===== src/rtl/m452_pkg.sv =====
`default_nettype none
// ============================================================================
// Module      : m452_pkg
// Description : Shared constants and elaboration-time helpers for the
//               multi-channel variable baud clock.
//               RATE_TABLE  - eight baud rates packed 16 bits each, entry k
//                             at [16*k +: 16]
//               limit_for() - rounded terminal count for one rate
//               cnt_width() - prescaler width, sized from the slowest rate
// Revision    : 1.0 - initial release
// ============================================================================
package m452_pkg;

    localparam int unsigned c_rate_w = 16;

    // Index 0 is the slowest rate; it sizes the prescaler counter.
    localparam logic [8*c_rate_w-1:0] RATE_TABLE = {
        16'd9600, 16'd4800, 16'd2400, 16'd1200,
        16'd600,  16'd300,  16'd150,  16'd110
    };

    // round(clk_hz / (oversample * rate)) - 1, using integer round-half-up.
    function automatic int unsigned limit_for(input int unsigned clk_hz,
                                              input int unsigned oversample,
                                              input int unsigned rate);
        int unsigned d;
        d = oversample * rate;
        return ((clk_hz + (d / 2)) / d) - 1;
    endfunction

    function automatic int unsigned cnt_width(input int unsigned clk_hz,
                                              input int unsigned oversample);
        return $clog2(limit_for(clk_hz, oversample,
                                32'(RATE_TABLE[c_rate_w-1:0])) + 1);
    endfunction

endpackage
`default_nettype wire


===== src/rtl/m452_multi_if.sv =====
`default_nettype none
// ============================================================================
// Module      : m452_multi_if
// Description : Bundled per-channel control and status buses.
//               en    [NCHAN]          run enable
//               sel   [3*NCHAN]        rate select, channel i at [3i +: 3]
//               trig  [NCHAN]          pulse-stretcher input
//               tick  [NCHAN]          oversampled baud strobe
//               div   [DIV_BITS*NCHAN] divided counts
//               div_n [DIV_BITS*NCHAN] complement of div
//               pulse [NCHAN]          stretched pulse
//               master drives the controls, slave (the clock block) the status.
// Revision    : 1.0 - initial release
// ============================================================================
interface m452_multi_if #(
    parameter int unsigned NCHAN    = 2,
    parameter int unsigned DIV_BITS = 3
);
    logic [NCHAN-1:0]          en;
    logic [3*NCHAN-1:0]        sel;
    logic [NCHAN-1:0]          trig;
    logic [NCHAN-1:0]          tick;
    logic [DIV_BITS*NCHAN-1:0] div;
    logic [DIV_BITS*NCHAN-1:0] div_n;
    logic [NCHAN-1:0]          pulse;

    modport master (output en, sel, trig, input tick, div, div_n, pulse);
    modport slave  (input en, sel, trig, output tick, div, div_n, pulse);
endinterface
`default_nettype wire


===== src/rtl/m452_chan.sv =====
`default_nettype none
// ============================================================================
// Module      : m452_chan
// Description : One baud clock channel: table-driven prescaler with a
//               period-latched limit, divided-clock counter and a
//               retriggerable falling-edge pulse stretcher.
//               clk, reset - system clock, synchronous active-high reset
//               en, sel    - run enable, rate select
//               trig       - stretcher input
//               tick       - one-cycle strobe every lim+1 cycles
//               div, div_n - divided count and its complement
//               pulse      - stretched pulse
// Revision    : 1.0 - initial release
// ============================================================================
module m452_chan
    import m452_pkg::*;
#(
    parameter int unsigned CLK_HZ       = 100000000,
    parameter int unsigned OVERSAMPLE   = 16,
    parameter int unsigned DIV_BITS     = 3,
    parameter int unsigned PULSE_CYCLES = 10
) (
    input  wire logic                clk,
    input  wire logic                reset,
    input  wire logic                en,
    input  wire logic [2:0]          sel,
    input  wire logic                trig,
    output logic                     tick,
    output logic [DIV_BITS-1:0]      div,
    output logic [DIV_BITS-1:0]      div_n,
    output logic                     pulse
);

    localparam int unsigned c_cnt_w = cnt_width(CLK_HZ, OVERSAMPLE);

    logic [c_cnt_w-1:0]  w_lim_tab [8];
    logic [c_cnt_w-1:0]  w_sel_lim;

    logic [c_cnt_w-1:0]  r_count;
    logic [c_cnt_w-1:0]  r_lim;
    logic [DIV_BITS-1:0] r_div;
    logic                r_tick;
    logic                r_trig_prev;
    logic [7:0]          r_pcnt;
    logic                w_fall;

    // Terminal counts are elaboration constants; only the 8:1 mux is logic.
    for (genvar k = 0; k < 8; k++) begin : g_lim
        localparam int unsigned c_lim =
            limit_for(CLK_HZ, OVERSAMPLE, 32'(RATE_TABLE[c_rate_w*k +: c_rate_w]));
        assign w_lim_tab[k] = c_lim[c_cnt_w-1:0];
    end

    assign w_sel_lim = w_lim_tab[sel];
    assign w_fall    = r_trig_prev & ~trig;

    // r_lim only follows sel at a wrap or while idle, so a rate change
    // never alters the period already in progress.
    always_ff @(posedge clk) begin
        if (reset) begin
            r_count <= '0;
            r_lim   <= w_sel_lim;
            r_div   <= '0;
            r_tick  <= 1'b0;
        end else if (!en) begin
            r_count <= '0;
            r_lim   <= w_sel_lim;
            r_tick  <= 1'b0;
        end else if (r_count == r_lim) begin
            r_count <= '0;
            r_lim   <= w_sel_lim;
            r_div   <= r_div + DIV_BITS'(1);
            r_tick  <= 1'b1;
        end else begin
            r_count <= r_count + c_cnt_w'(1);
            r_tick  <= 1'b0;
        end
    end

    // Stretcher runs regardless of en. trig_prev resets low so a trig held
    // low across reset is not mistaken for a falling edge.
    always_ff @(posedge clk) begin
        if (reset) begin
            r_trig_prev <= 1'b0;
            r_pcnt      <= '0;
        end else begin
            r_trig_prev <= trig;
            if (w_fall) begin
                r_pcnt <= 8'(PULSE_CYCLES);
            end else if (r_pcnt != 8'd0) begin
                r_pcnt <= r_pcnt - 8'd1;
            end
        end
    end

    assign tick  = r_tick;
    assign div   = r_div;
    assign div_n = ~r_div;
    assign pulse = (r_pcnt != 8'd0);

endmodule
`default_nettype wire


===== src/rtl/m452_multi.sv =====
`default_nettype none
// ============================================================================
// Module      : m452_multi
// Description : NCHAN independent baud clock channels behind one bus
//               interface. Channels share only clk and reset.
//               clk   - system clock, all logic on posedge
//               reset - synchronous active-high reset
//               bus   - m452_multi_if slave: en/sel/trig in,
//                       tick/div/div_n/pulse out (flattened per channel)
//               The interface must be instantiated with the same NCHAN and
//               DIV_BITS as this module.
// Revision    : 1.0 - initial release
// ============================================================================
module m452_multi
    import m452_pkg::*;
#(
    parameter int unsigned CLK_HZ       = 100000000,
    parameter int unsigned NCHAN        = 2,
    parameter int unsigned OVERSAMPLE   = 16,
    parameter int unsigned DIV_BITS     = 3,
    parameter int unsigned PULSE_CYCLES = 10
) (
    input  wire logic     clk,
    input  wire logic     reset,
    m452_multi_if.slave   bus
);

    logic [NCHAN-1:0]          w_tick;
    logic [NCHAN-1:0]          w_pulse;
    logic [DIV_BITS*NCHAN-1:0] w_div;
    logic [DIV_BITS*NCHAN-1:0] w_div_n;

    for (genvar i = 0; i < NCHAN; i++) begin : g_chan
        m452_chan #(
            .CLK_HZ       (CLK_HZ),
            .OVERSAMPLE   (OVERSAMPLE),
            .DIV_BITS     (DIV_BITS),
            .PULSE_CYCLES (PULSE_CYCLES)
        ) u_chan (
            .clk   (clk),
            .reset (reset),
            .en    (bus.en[i]),
            .sel   (bus.sel[3*i +: 3]),
            .trig  (bus.trig[i]),
            .tick  (w_tick[i]),
            .div   (w_div[DIV_BITS*i +: DIV_BITS]),
            .div_n (w_div_n[DIV_BITS*i +: DIV_BITS]),
            .pulse (w_pulse[i])
        );
    end

    assign bus.tick  = w_tick;
    assign bus.div   = w_div;
    assign bus.div_n = w_div_n;
    assign bus.pulse = w_pulse;

endmodule
`default_nettype wire


===== src/flat_wrapper.sv =====
// flat-port wrapper written by rule: the top's interface ports become plain ports
module m452_multi_flat import m452_pkg::*;
#(
    parameter int unsigned CLK_HZ       = 100000000,
    parameter int unsigned NCHAN        = 2,
    parameter int unsigned OVERSAMPLE   = 16,
    parameter int unsigned DIV_BITS     = 3,
    parameter int unsigned PULSE_CYCLES = 10
)
  (clk, reset, bus_en, bus_sel, bus_trig, bus_tick, bus_div, bus_div_n, bus_pulse);
  m452_multi_if #(.NCHAN(NCHAN), .DIV_BITS(DIV_BITS)) bus_i ();
  input  wire logic clk;
  input  wire logic reset;
  input wire logic [$bits(bus_i.en)-1:0] bus_en;
  input wire logic [$bits(bus_i.sel)-1:0] bus_sel;
  input wire logic [$bits(bus_i.trig)-1:0] bus_trig;
  output wire logic [$bits(bus_i.tick)-1:0] bus_tick;
  output wire logic [$bits(bus_i.div)-1:0] bus_div;
  output wire logic [$bits(bus_i.div_n)-1:0] bus_div_n;
  output wire logic [$bits(bus_i.pulse)-1:0] bus_pulse;
  assign bus_i.en = bus_en;
  assign bus_i.sel = bus_sel;
  assign bus_i.trig = bus_trig;
  assign bus_tick = bus_i.tick;
  assign bus_div = bus_i.div;
  assign bus_div_n = bus_i.div_n;
  assign bus_pulse = bus_i.pulse;
  m452_multi #(.CLK_HZ(CLK_HZ), .NCHAN(NCHAN), .OVERSAMPLE(OVERSAMPLE), .DIV_BITS(DIV_BITS), .PULSE_CYCLES(PULSE_CYCLES)) u_core (.clk(clk), .reset(reset), .bus(bus_i));
endmodule

===== config.mk =====
export PLATFORM = sky130hd
export DESIGN_NAME = m452_multi_flat
export DESIGN_NICKNAME = d
export VERILOG_FILES = /design/src/rtl/m452_pkg.sv /design/src/rtl/m452_multi_if.sv /design/src/rtl/m452_chan.sv /design/src/rtl/m452_multi.sv /design/src/flat_wrapper.sv
export SDC_FILE = /design/constraint.sdc
export NUM_CORES = 1
export LEC_CHECK = 0
export BUFFER_PORTS_ARGS = -buffer_cell sky130_fd_sc_hd__buf_4
export CAP_MARGIN = 30
export CORE_ASPECT_RATIO = 1.4
export CORE_MARGIN = 3
export CORE_UTILIZATION = 40
export DETAILED_ROUTE_END_ITERATION = 6
export GPL_ROUTABILITY_DRIVEN = 0
export PLACE_DENSITY = 0.68
export SLEW_MARGIN = 20
export SYNTH_ARGS = -nofsm -noshare
export SYNTH_HDL_FRONTEND = slang
export SYNTH_SLANG_ARGS = --single-unit

===== constraint.sdc =====
create_clock -name clk -period 2.2 [get_ports clk]
set_clock_uncertainty 0.1 [all_clocks]
set_input_delay 0.11 -clock clk [delete_from_list [all_inputs] [get_ports clk]]
set_output_delay 0.11 -clock clk [all_outputs]
set_load 0.01 [all_outputs]

* After elaboration in Yosys (flattened, before gate mapping)
Memories as Yosys holds them, arrays and structs flattened. Cells that the tools add are included.
Word-level totals: bits in registers 90, memory bits (read-only) 256, input bits 12, output and inout port bits 16, word-level logic and storage cells 66, memories 2
Memory list:
- (no name shown) | words 8, width 16, read ports 1, clocked after Yosys merged registers in 0, write ports 0, line m452_chan.sv:54 | assign w_sel_lim = w_lim_tab[sel];
- (no name shown) | words 8, width 16, read ports 1, clocked after Yosys merged registers in 0, write ports 0, line m452_chan.sv:54
Operators by class: add/sub/neg operators 6, magnitude comparators 2, equality and inequality tests 4, mux-type cells 16, bitwise gates (word level) 10, reductions and logical operators 12
Operators by type and width (number):
- $mux 16 | 10
- $add 16x1->16 const B | 2
- $eq 16x16->1 | 2
- $mux 4 | 4
- $reduce_bool 8->1 | 2
- $sub 8x1->8 const B | 2
- $ge 4x4->1 const B | 2
- $not 3->4 | 2
- $reduce_or 2->1 | 4
- $add 3x1->3 const B | 2
- $ne 3x2->1 const B | 2
- $not 3->3 | 2
- $reduce_or 3->1 | 2
- $not 1->1 | 4
- $reduce_and 2->1 | 2
- $reduce_bool 2->1 | 2
- $and 1x1->1 | 2
- $mux 1 | 2

* Longest topological paths before layout
Gate-level depths: netlist of run 1.
depth after elaboration 7, depth in mapped cells 7, mapped depth without buffers 6

* Cells and area by module
A second synthesis of run 1 with hierarchy kept.
Unflattened totals: cells, all modules 416, area total of the unflattened synthesis 4190.3 sq um
Modules (own cells, without submodules):
- m452_chan (u_core.g_chan[0].u_chan) | instances 1, cells each 208, area an instance 2109.5 sq um, sequential area each 1061.0 sq um
- m452_chan (u_core.g_chan[1].u_chan) | instances 1, cells each 208, area an instance 2080.7 sq um, sequential area each 1061.0 sq um

* Least setup slack after synthesis of run 1
No wires, ideal clock.
path type flip-flop to flip-flop, start point reg u_core.g_chan[1].u_chan.r_count[3], end point reg u_core.g_chan[1].u_chan.r_lim[0], enable pin, library setup time 0.350 ns, arrival 1.585 ns, required time 1.750 ns, slack 0.165 ns, stages on the path, launching flop included 7, path buffers 2, clock period less this slack 2.035 ns, path through dfxtp_1 buf_6 xor2_1 nor4_2 nand4_1 nand3b_1 buf_2
Between the ends: word-level cells in the longest chain between the ends 2
RTL lines:
- start, declared | line m452_chan.sv:39 | logic [c_cnt_w-1:0] r_count;
- start signal, assigned | line m452_chan.sv:75 | r_count <= r_count + c_cnt_w'(1);
- $eq 16x16->1 | line m452_chan.sv:69 | end else if (r_count == r_lim) begin
- $ne 3x2->1 (no source line)
- end signal, assigned | line m452_chan.sv:62 | r_lim <= w_sel_lim;
- end signal, assigned | line m452_chan.sv:67 | r_lim <= w_sel_lim;
- end signal, assigned | line m452_chan.sv:71 | r_lim <= w_sel_lim;
- end, declared | line m452_chan.sv:40 | logic [c_cnt_w-1:0] r_lim;
Every way passes these cells. A chain may end at the register's enable or synchronous reset.

* Worst setup path after layout of run 1
start point reg u_core.g_chan[0].u_chan.r_count[4], end point reg u_core.g_chan[0].u_chan.r_lim[1], enable pin
Between the ends: word-level cells in the longest chain between the ends 2
RTL lines (line):
- start, declared | m452_chan.sv:39
- start signal, assigned | m452_chan.sv:75
- $eq 16x16->1 | m452_chan.sv:69
- $ne 3x2->1 (no source line)
- end signal, assigned | m452_chan.sv:62
- end signal, assigned | m452_chan.sv:67
- end signal, assigned | m452_chan.sv:71
- end, declared | m452_chan.sv:40
Every way passes these cells.

==> impl_metrics.ini, run 1 <==
[drt]
drc_errors = 0
post_drt_wl_per_cell_um = 12.1
ant_nets = 0
wirelength_um = 7240
route.vias.total = 2861
first_iter_violations = 102
vias_per_cell = 4.77
firstDrtPassIters = 4

[logic_synthesis]
synth.cell_area_um2 = 4170
synth-simple-area-share = 0.188
synth.yosys.seq_area_share = 0.509
synthAdderAreaFrac = 0.0600
synth_compound_area_frac = 0.0432
yosys_register_bits = 90
synth_top_family_by_area = simple AND/OR/NAND/NOR gates
syn_nets = 453
synth.largest_area_cell = dfxtp_1
yosys-mux-area-fraction = 0.0126
synth_area_leaders = dfxtp_1 28%, edfxtp_1 23%, xor2_1 12%
yosysUniqueCellTypes = 32
syn_avg_cell_area_um2 = 9.91
postSynthCellCount = 421
yosysTopAreaCellShare = 0.278
synthXorXnorAreaFrac = 0.149
synth_warnings = 0

[power_and_ir_drop]
p_leak_nw = 2.02
ir_drop_mv = 0.426
powerDensity_nw_per_um2 = 896

[place]
dp.final_hpwl_um = 5290
pre_cts_slack_ps = 217
port-buffer-count = 27
placed_area_um2 = 4520
dp.cells = 575

[cts]
cts_setup_buffers = 0
cts.sinks = 90
clockBufferDepth = 2
clk_pin_slew_ps = 60
numCtsBuffers = 9
clock_latency_ps = 340
cts_tree = yes
clockRootBuffer = clkbuf_16
htreeDepth = 3

[critical_path]
cp_slowest_stage_delay_ps = 430
cp_max_fo = 32
cp_slowest_cell = dfxtp_1
crit_path_start_kind = register
critical-path-top-delay-family = simple AND/OR/NAND/NOR gates
cp_cell_sequence = xor2_1, nor4_1, nand4_1, nand3b_1, buf_12
end_kind = register
arrival_ps = 1910
crit_type = reg2reg
path_buf_inv = 1
worstPathRequired_ps = 2140

[global_route]
grt_overflow = 0
antenna_found_initial = 0
grt_max_degree = 33
grt_pass1_vias = 2966
track_usage = 0.134
grt_pass1_wl_um = 12600

[floorplanning]
initial_core_util = 0.415
pin_count = 28
core-area_um2 = 10100
die-area_um2 = 11700
die_y_um = 127
die_x_um = 92.3
fp-row-count = 43

[sta]
final.setup.tns_ps = 0
timing.final.hold_violations = 0
slew_headroom = 0.666
worst_pin_slew_ps = 497
rsz0062_at_grt = false
fin_ws_ps = 232
finalSetupViolCount = 0
fmax_ghz = 0.508
holdWs_ps = 21.1
drv_slew = 0
fin_crit_ps = 1970
period_share = 0.894

[final_layout]
mostFrequentLayoutCell = nor2_1
final_cell_mix = 75 x nor2_1, 58 x dfxtp_1, 57 x xor2_1, 32 x edfxtp_1, 29 x buf_4
fin_cells = 600
nets = 492
stdcell_area_um2 = 4920
antennaDiodeCount = 0
drive_gt1_frac = 0.110
area_growth_pct = 18.0
nFillCells = 941

[min_path]
hold_path.class = in2reg

[run_status]
status = finished clean

[flow_run]
max-cap-violations = 0
[synth_stat cells (all sizes together)]
| cell type | count |
|---|---|
| a21oi | 15 |
| and4 | 1 |
| o21ai | 12 |
| and3 | 2 |
| clkbuf | 3 |
| edfxtp | 32 |
| nor4 | 12 |
| ha | 20 |
| nor2 | 75 |
| nor3 | 9 |
| inv | 21 |
| nand4 | 7 |
| dfxtp | 58 |
| mux2i | 3 |
| a21o | 4 |
| or3 | 1 |
| o31ai | 2 |
| nor2b | 4 |
| buf | 9 |
| nand2b | 11 |
| xnor2 | 14 |
| nand2 | 27 |
| mux2 | 2 |
| nand3 | 15 |
| or4 | 2 |
| nand3b | 2 |
| xor2 | 57 |
| clkinv | 1 |
[registers in the layout (all words and copies together), names as in the netlist]
| register | count |
|---|---|
| u_core.g_chan.u_chan.div | 6 |
| u_core.g_chan.u_chan.r_pcnt | 16 |
| u_core.g_chan.u_chan.r_count | 32 |
| u_core.g_chan.u_chan.r_trig_prev | 2 |
| u_core.g_chan.u_chan.r_lim | 32 |
| u_core.g_chan.u_chan.tick | 2 |
[per-layer routing]
layer / track usage / share of wire
met4: 0.0744 / 0.037
met3: 0.0326 / 0.022
met1: 0.130 / 0.39
met5: 0 / 0
met2: 0.252 / 0.55
[cell type report]
| type | instances | area (µm²) | share of cell area |
|---|---|---|---|
| flip-flops and latches | 90 | 2120 | 0.431 |
| clock inverters | 5 | 37.5 | 0.00762 |
| multi-input cells | 297 | 1890 | 0.384 |
| clock buffers | 11 | 275 | 0.0559 |
| well taps | 135 | 169 | 0.0343 |
| repair buffers | 40 | 348 | 0.0706 |
| inverters | 22 | 82.6 | 0.0168 |
[path summary, 6_finish.rpt]
path / startpoint / endpoint / slack [ps] / cells past startpoint
worst min register to register: u_core.g_chan[0].u_chan.r_count[0] / u_core.g_chan[0].u_chan.r_count[0] / 380 / 1
worst min-delay path: bus_sel[3] / u_core.g_chan[1].u_chan.r_lim[2] / 20 / 2
worst max register to register: u_core.g_chan[0].u_chan.r_count[4] / u_core.g_chan[0].u_chan.r_lim[1] / 230 / 5
worst max-delay path: u_core.g_chan[0].u_chan.r_count[4] / u_core.g_chan[0].u_chan.r_lim[1] / 230 / 5
[report_power, final]
group	switching, W	total, W	internal (W)
Sequential	0.000120	0.00202	0.00190
Combinational	0.000474	0.000855	0.000382
Clock	0.000629	0.00154	0.000912
Total	0.00122	0.00441	0.00319
[kinds of logic (layout without fill, tap and decap cells)]
kind of cell / after synthesis / in the layout
AO/OA/AOI/OAI: 33 / 33
XOR/XNOR: 71 / 71
multiplexers: 5 / 5
buffers and inverters: 34 / 78
adder cells (fa/ha/maj): 20 / 20
flip-flops: 90 / 90
AND/OR/NAND/NOR: 168 / 168
[what timing repair did]
item                      CTS  global route
hold buffers                9             0
hold endpoints to repair   16             0
gates resized for setup     0             0
[through the flow]
step	total power [W]	util
2_1_floorplan	0.00269	-
3_3_place_gp	0.00284	0.449
3_5_place_dp	0.00289	0.449
4_1_cts	0.00446	0.489
5_1_grt	0.00466	0.489
6_report	0.00441	0.489
(Power assumes the default switching activity.)
==> inputs of run 2 (changes only) <==
ABC_AREA = 1   (was unset)
CAP_MARGIN = unset   (was 30)
PLACE_DENSITY = 0.67   (was 0.68)
==> impl_metrics.ini, run 2 <==
[run_status]
status = finished clean

[logic_synthesis]
ys_async_sr_fraction = 0
syn_nets = 636
synth.cell_area_um2 = 4690
postSynthCellCount = 604
synth-edff-count = 32
yosys_register_bits = 90
yosysUniqueCellTypes = 29
syn_avg_cell_area_um2 = 7.76
ys_top_cells_by_count = 149 x nand2_1, 100 x inv_1, 91 x nor2_1
synth_most_common_cell = nand2_1
synth.largest_area_cell = dfxtp_1
yosysTopAreaCellShare = 0.248
synth_area_leaders = dfxtp_1 25%, edfxtp_1 21%, nand2_1 12%
synth.yosys.seq_area_share = 0.453
synthFlopType = dfxtp_1
synth_warnings = 0

[floorplanning]
die_x_um = 97.5
initial_core_util = 0.411
core-area_um2 = 11400
fp-row-count = 46
die-area_um2 = 13100
pin_count = 28
die_y_um = 134

[critical_path]
cp_slowest_stage_delay_ps = 410
cp_max_fo = 32
worstSetupEndpoint = u_core.g_chan[0].u_chan.r_lim[11]
worstReg2RegStart = u_core.g_chan[0].u_chan.r_count[9]
r2r-end = u_core.g_chan[0].u_chan.r_lim[11]
arrival_ps = 1740
reg2reg_depth = 8
cp_slowest_cell = dfxtp_1
r2r_slack_ps = 340
path_buf_inv = 1
cp_cell_sequence = inv_2, nand2_1, nand2_1, nor2_1, nand2_1, nor2_4, nand2_2, nand3_4
end_kind = register
cp.depth = 8
crit_start = u_core.g_chan[0].u_chan.r_count[9]
crit_type = reg2reg
crit_path_start_kind = register
worstPathRequired_ps = 2090
cp_common_cell = nand2_1
critical-path-top-delay-family = simple AND/OR/NAND/NOR gates

[drt]
route.met2.wl_um = 4660
wirelength_um = 8630
route.vias.total = 3679
routed.top_layer = met4
post_drt_wl_per_cell_um = 10.9
wl_met1_um = 3580
first_iter_violations = 127
ant_nets = 0
vias_per_cell = 4.66
firstDrtPassIters = 4
drc_errors = 0
dr_wl_met3_um = 184

[final_layout]
antennaDiodeCount = 0
nets = 673
final_cell_mix = 149 x nand2_1, 100 x inv_1, 91 x nor2_1, 58 x dfxtp_1, 32 x edfxtp_1
reg_top3 = u_core.g_chan.u_chan.r_count (32), u_core.g_chan.u_chan.r_lim (32), u_core.g_chan.u_chan.r_pcnt (16)
drive_gt1_frac = 0.101
area_growth_pct = 14.6
mostFrequentLayoutCell = nand2_1
fin_cells = 790

[cts]
clockRootBuffer = clkbuf_16
clk_pin_slew_ps = 70
postCtsResizedCells = 0
ctsHoldBuffers = 7
clockBufferDepth = 2
htreeDepth = 3
clock_latency_ps = 340
cts.sinks = 90
cts_setup_buffers = 0
numCtsBuffers = 9
cts_tree = yes

[power_and_ir_drop]
ir_drop_mv = 0.505
powerDensity_nw_per_um2 = 816
p_leak_nw = 2.37

[global_route]
grt_pass1_vias = 3516
grt_pass1_wl_um = 15100
track_usage = 0.139
grt_overflow = 0
antenna_found_initial = 0
grt_max_degree = 33

[sta]
timing.final.hold_violations = 0
rsz0062_at_grt = false
fmax_ghz = 0.539
fin_crit_ps = 1860
holdWs_ps = 14.0
finalSetupViolCount = 0
drv_slew = 0
final.setup.tns_ps = 0
slew_headroom = 0.710
worst_pin_slew_ps = 432
period_share = 0.844

[min_path]
hold_path.class = in2reg
holdPathStages = 3

[flow_run]
max-cap-violations = 0

[place]
dp.final_hpwl_um = 6650
port-buffer-count = 27
dp.cells = 767
[run 2: worst min path at each step]
stage               slack [ps]  startpoint                             endpoint
floorplan                   80       reset    u_core.g_chan[0].u_chan.r_pcnt[3]
global placement           220       reset    u_core.g_chan[1].u_chan.r_pcnt[3]
detailed placement         230       reset  u_core.g_chan[0].u_chan.r_trig_prev
CTS                          4  bus_sel[3]     u_core.g_chan[1].u_chan.r_lim[3]
global route                20  bus_sel[1]    u_core.g_chan[0].u_chan.r_lim[15]
finish                      10  bus_sel[3]     u_core.g_chan[1].u_chan.r_lim[3]
[run 2: kinds of logic (layout without fill, tap and decap cells)]
group / after synthesis / in the layout / share of synthesized area
xor gates and xnor gates: 35 / 35 / 0.0654
buffers and inverters: 114 / 156 / 0.0993
DFF: 90 / 90 / 0.453
AOI/OAI and AO/OA: 41 / 41 / 0.0459
and+or+nand+nor: 304 / 304 / 0.283
adders and majority gates: 20 / 20 / 0.0534
[run 2: area by class of cell]
cell class	instances	area, µm²
multi-input cells	400	2100
fillers	1088	6030
clock buffers	12	256
inverters	104	390
clock inverters	4	32.5
well taps	144	180
repair buffers	36	288
flip-flops and latches	90	2120
[run 2: through the flow]
step                power (W)   util  setup WS [ps]  instance area (µm²)
detailed placement    0.00293  0.440            347                 5010
global route          0.00464  0.471            165                 5370
floorplan             0.00274      -            556                 4690
global placement      0.00289  0.440            381                 5010
CTS                   0.00442  0.471            330                 5370
finish                0.00438  0.471            344                 5370
[run 2: tightest hold or removal path, stage by stage]
cell and delay, ps:
buf_4 120, nand2_1 60, inv_1 50
[run 2: report_power, final]
part           switching, W  internal, W
sequential        0.0000926      0.00190
clock              0.000638     0.000839
combinational      0.000540     0.000372
total               0.00127      0.00311
[run 2: layer usage]
layer,vias up,global-route usage
li1,1933,-
met1,1690,0.153
met2,42,0.261
met3,14,0.0198
met4,0,0.0639
met5,-,0
==> inputs of run 3 (changes only) <==
clock period = 1.6 ns   (was 2.2 ns; I/O delays follow)
==> impl_metrics.ini, run 3 (synthesis results as in run 2) <==
[min_path]
holdPathStages = 2
hold_path.class = in2reg
min_from = bus_sel[0]
hold_path_end = u_core.g_chan[0].u_chan.r_lim[2]

[global_route]
grt_pass1_vias = 3861
met2_usage = 0.299
met3_usage = 0.0390
grt_overflow = 0
grt_pass1_wl_um = 16600
met1_usage = 0.156
grt_most_used_layer = met2
track_usage = 0.156
grt_max_degree = 14
antenna_found_initial = 0

[drt]
route.vias.total = 3936
wirelength_um = 10100
vias_per_cell = 4.64
first_iter_violations = 172
firstDrtPassIters = 4
ant_nets = 0
drc_errors = 0
post_drt_wl_per_cell_um = 11.9

[critical_path]
cp_slowest_stage_delay_ps = 370
worstReg2RegStart = u_core.g_chan[1].u_chan.r_count[6]
reg2reg_depth = 9
cp_cell_sequence = inv_1, nand2_1, nand2_1, nor2_1, nand2_2, nor2_4, nand2_4, nand3_4, clkbuf_16
worstPathRequired_ps = 1560
end_kind = register
r2r-end = u_core.g_chan[1].u_chan.r_lim[9]
r2r_slack_ps = -110
cp_max_fo = 5
crit_type = reg2reg
crit_path_start_kind = register
arrival_ps = 1670
cp_common_cell = nand2_1
cp_slowest_cell = dfxtp_1

[floorplanning]
core-area_um2 = 11400
pin_count = 28
die-area_um2 = 13100
initial_core_util = 0.411
fp-row-count = 46
die_x_um = 97.5
die_y_um = 134

[power_and_ir_drop]
powerDensity_nw_per_um2 = 1020
ir_drop_mv = 0.623
p_leak_nw = 2.71

[sta]
slew_headroom = 0.697
rsz0062_at_grt = true
final.setup.tns_ps = -1910
period_share = 1.07
drv_slew = 0
worst_pin_slew_ps = 454
fin_ws_ps = -106
fmax_ghz = 0.586
fin_crit_ps = 1710
finalSetupViolCount = 42
timing.final.hold_violations = 0

[place]
port-buffer-count = 27
dp.final_hpwl_um = 7320

[cts]
clk_pin_slew_ps = 60
cts_tree = yes
cts.sinks = 90
clockRootBuffer = clkbuf_16
numCtsBuffers = 9
htreeDepth = 3
clockBufferDepth = 2
clock_latency_ps = 340

[final_layout]
nFillCells = 1043
nets = 731
multi_input_area_um2 = 2250
final_cell_mix = 143 x nand2_1, 98 x inv_1, 79 x nor2_1, 73 x buf_4, 50 x dfxtp_1
fin_util = 0.529
mostFrequentLayoutCell = nand2_1
seq_area_um2 = 2130
drive_gt1_frac = 0.223
area_growth_pct = 28.5
antennaDiodeCount = 0
reg_top3 = u_core.g_chan.u_chan.r_count (32), u_core.g_chan.u_chan.r_lim (32), u_core.g_chan.u_chan.r_pcnt (16)

[run_status]
status = finished, violations left
violations = setup timing

[flow_run]
max-cap-violations = 0
## run 3: cell types whose count changed in the layout (fill, tap and decap cells not counted), moves of 3 or more
cell,change
nor2_1,-12
buf_6,+7
nor2_2,+11
buf_4,+44
nand2_1,-6
a21oi_2,+4
nand3_4,+3
dfxtp_1,-8
nand3_1,-3
a21oi_1,-4
nand2_2,+5
dfxtp_2,+8
## run 3: per-layer routing
layer / vias up / wire [µm]
met5: - / 0
met4: 0 / 367
met3: 26 / 346
met2: 64 / 5670
met1: 1778 / 3750
li1: 2068 / -
## run 3: worst max-delay path by stage
stage                                        from                                   to  slack (ps)  cells past startpoint
4_1_cts        u_core.g_chan[1].u_chan.r_count[1]     u_core.g_chan[1].u_chan.r_lim[0]         -40                      9
3_5_place_dp    u_core.g_chan[0].u_chan.r_lim[11]  u_core.g_chan[0].u_chan.r_count[11]        -170                     10
2_1_floorplan  u_core.g_chan[1].u_chan.r_count[3]     u_core.g_chan[1].u_chan.r_lim[0]          -2                      8
5_1_grt          u_core.g_chan[1].u_chan.r_lim[1]     u_core.g_chan[1].u_chan.r_lim[9]        -190                      8
3_3_place_gp     u_core.g_chan[0].u_chan.r_lim[6]   u_core.g_chan[0].u_chan.r_count[4]        -100                      9
6_report       u_core.g_chan[1].u_chan.r_count[6]     u_core.g_chan[1].u_chan.r_lim[9]        -110                      9
## run 3: repair_timing
action	CTS	global route
pin swaps	4	19
gates resized for setup	13	39
setup endpoints to repair	50	71
gates cloned	2	1
hold endpoints to repair	16	0
setup buffers	2	7
hold buffers	9	0
## run 3: per-stage QoR
step           std cells  hold slack (ps)  area, µm²  total power [W]  worst slack, ps
2_1_floorplan        604             49.1       4700          0.00377            -1.99
3_3_place_gp         811              197       5360          0.00400             -103
3_5_place_dp         811              201       5360          0.00405             -166
4_1_cts              840            0.235       5820          0.00614            -35.1
5_1_grt              848             16.2       6020          0.00650             -187
6_report             848             8.47       6020          0.00613             -106
## run 3: power breakdown
| group | switching (W) | internal, W |
|---|---|---|
| clock | 0.000840 | 0.00118 |
| combinational | 0.000781 | 0.000582 |
| sequential | 0.000132 | 0.00261 |
| total | 0.00175 | 0.00438 |
## run 3: final cells by class
class                   instances  area share
flip-flops and latches         90       0.354
multi-input cells             402       0.374
clock buffers                  15      0.0461
clock inverters                 1     0.00104
inverters                     104      0.0648
repair buffers                 92       0.130
well taps                     144      0.0299
## run 3: critical path: cells and delay by family (launching register included)
family | cells | cell delay, ps
simple gates | 7 | 670
buf+inv | 2 | 300
flops | 1 | 370
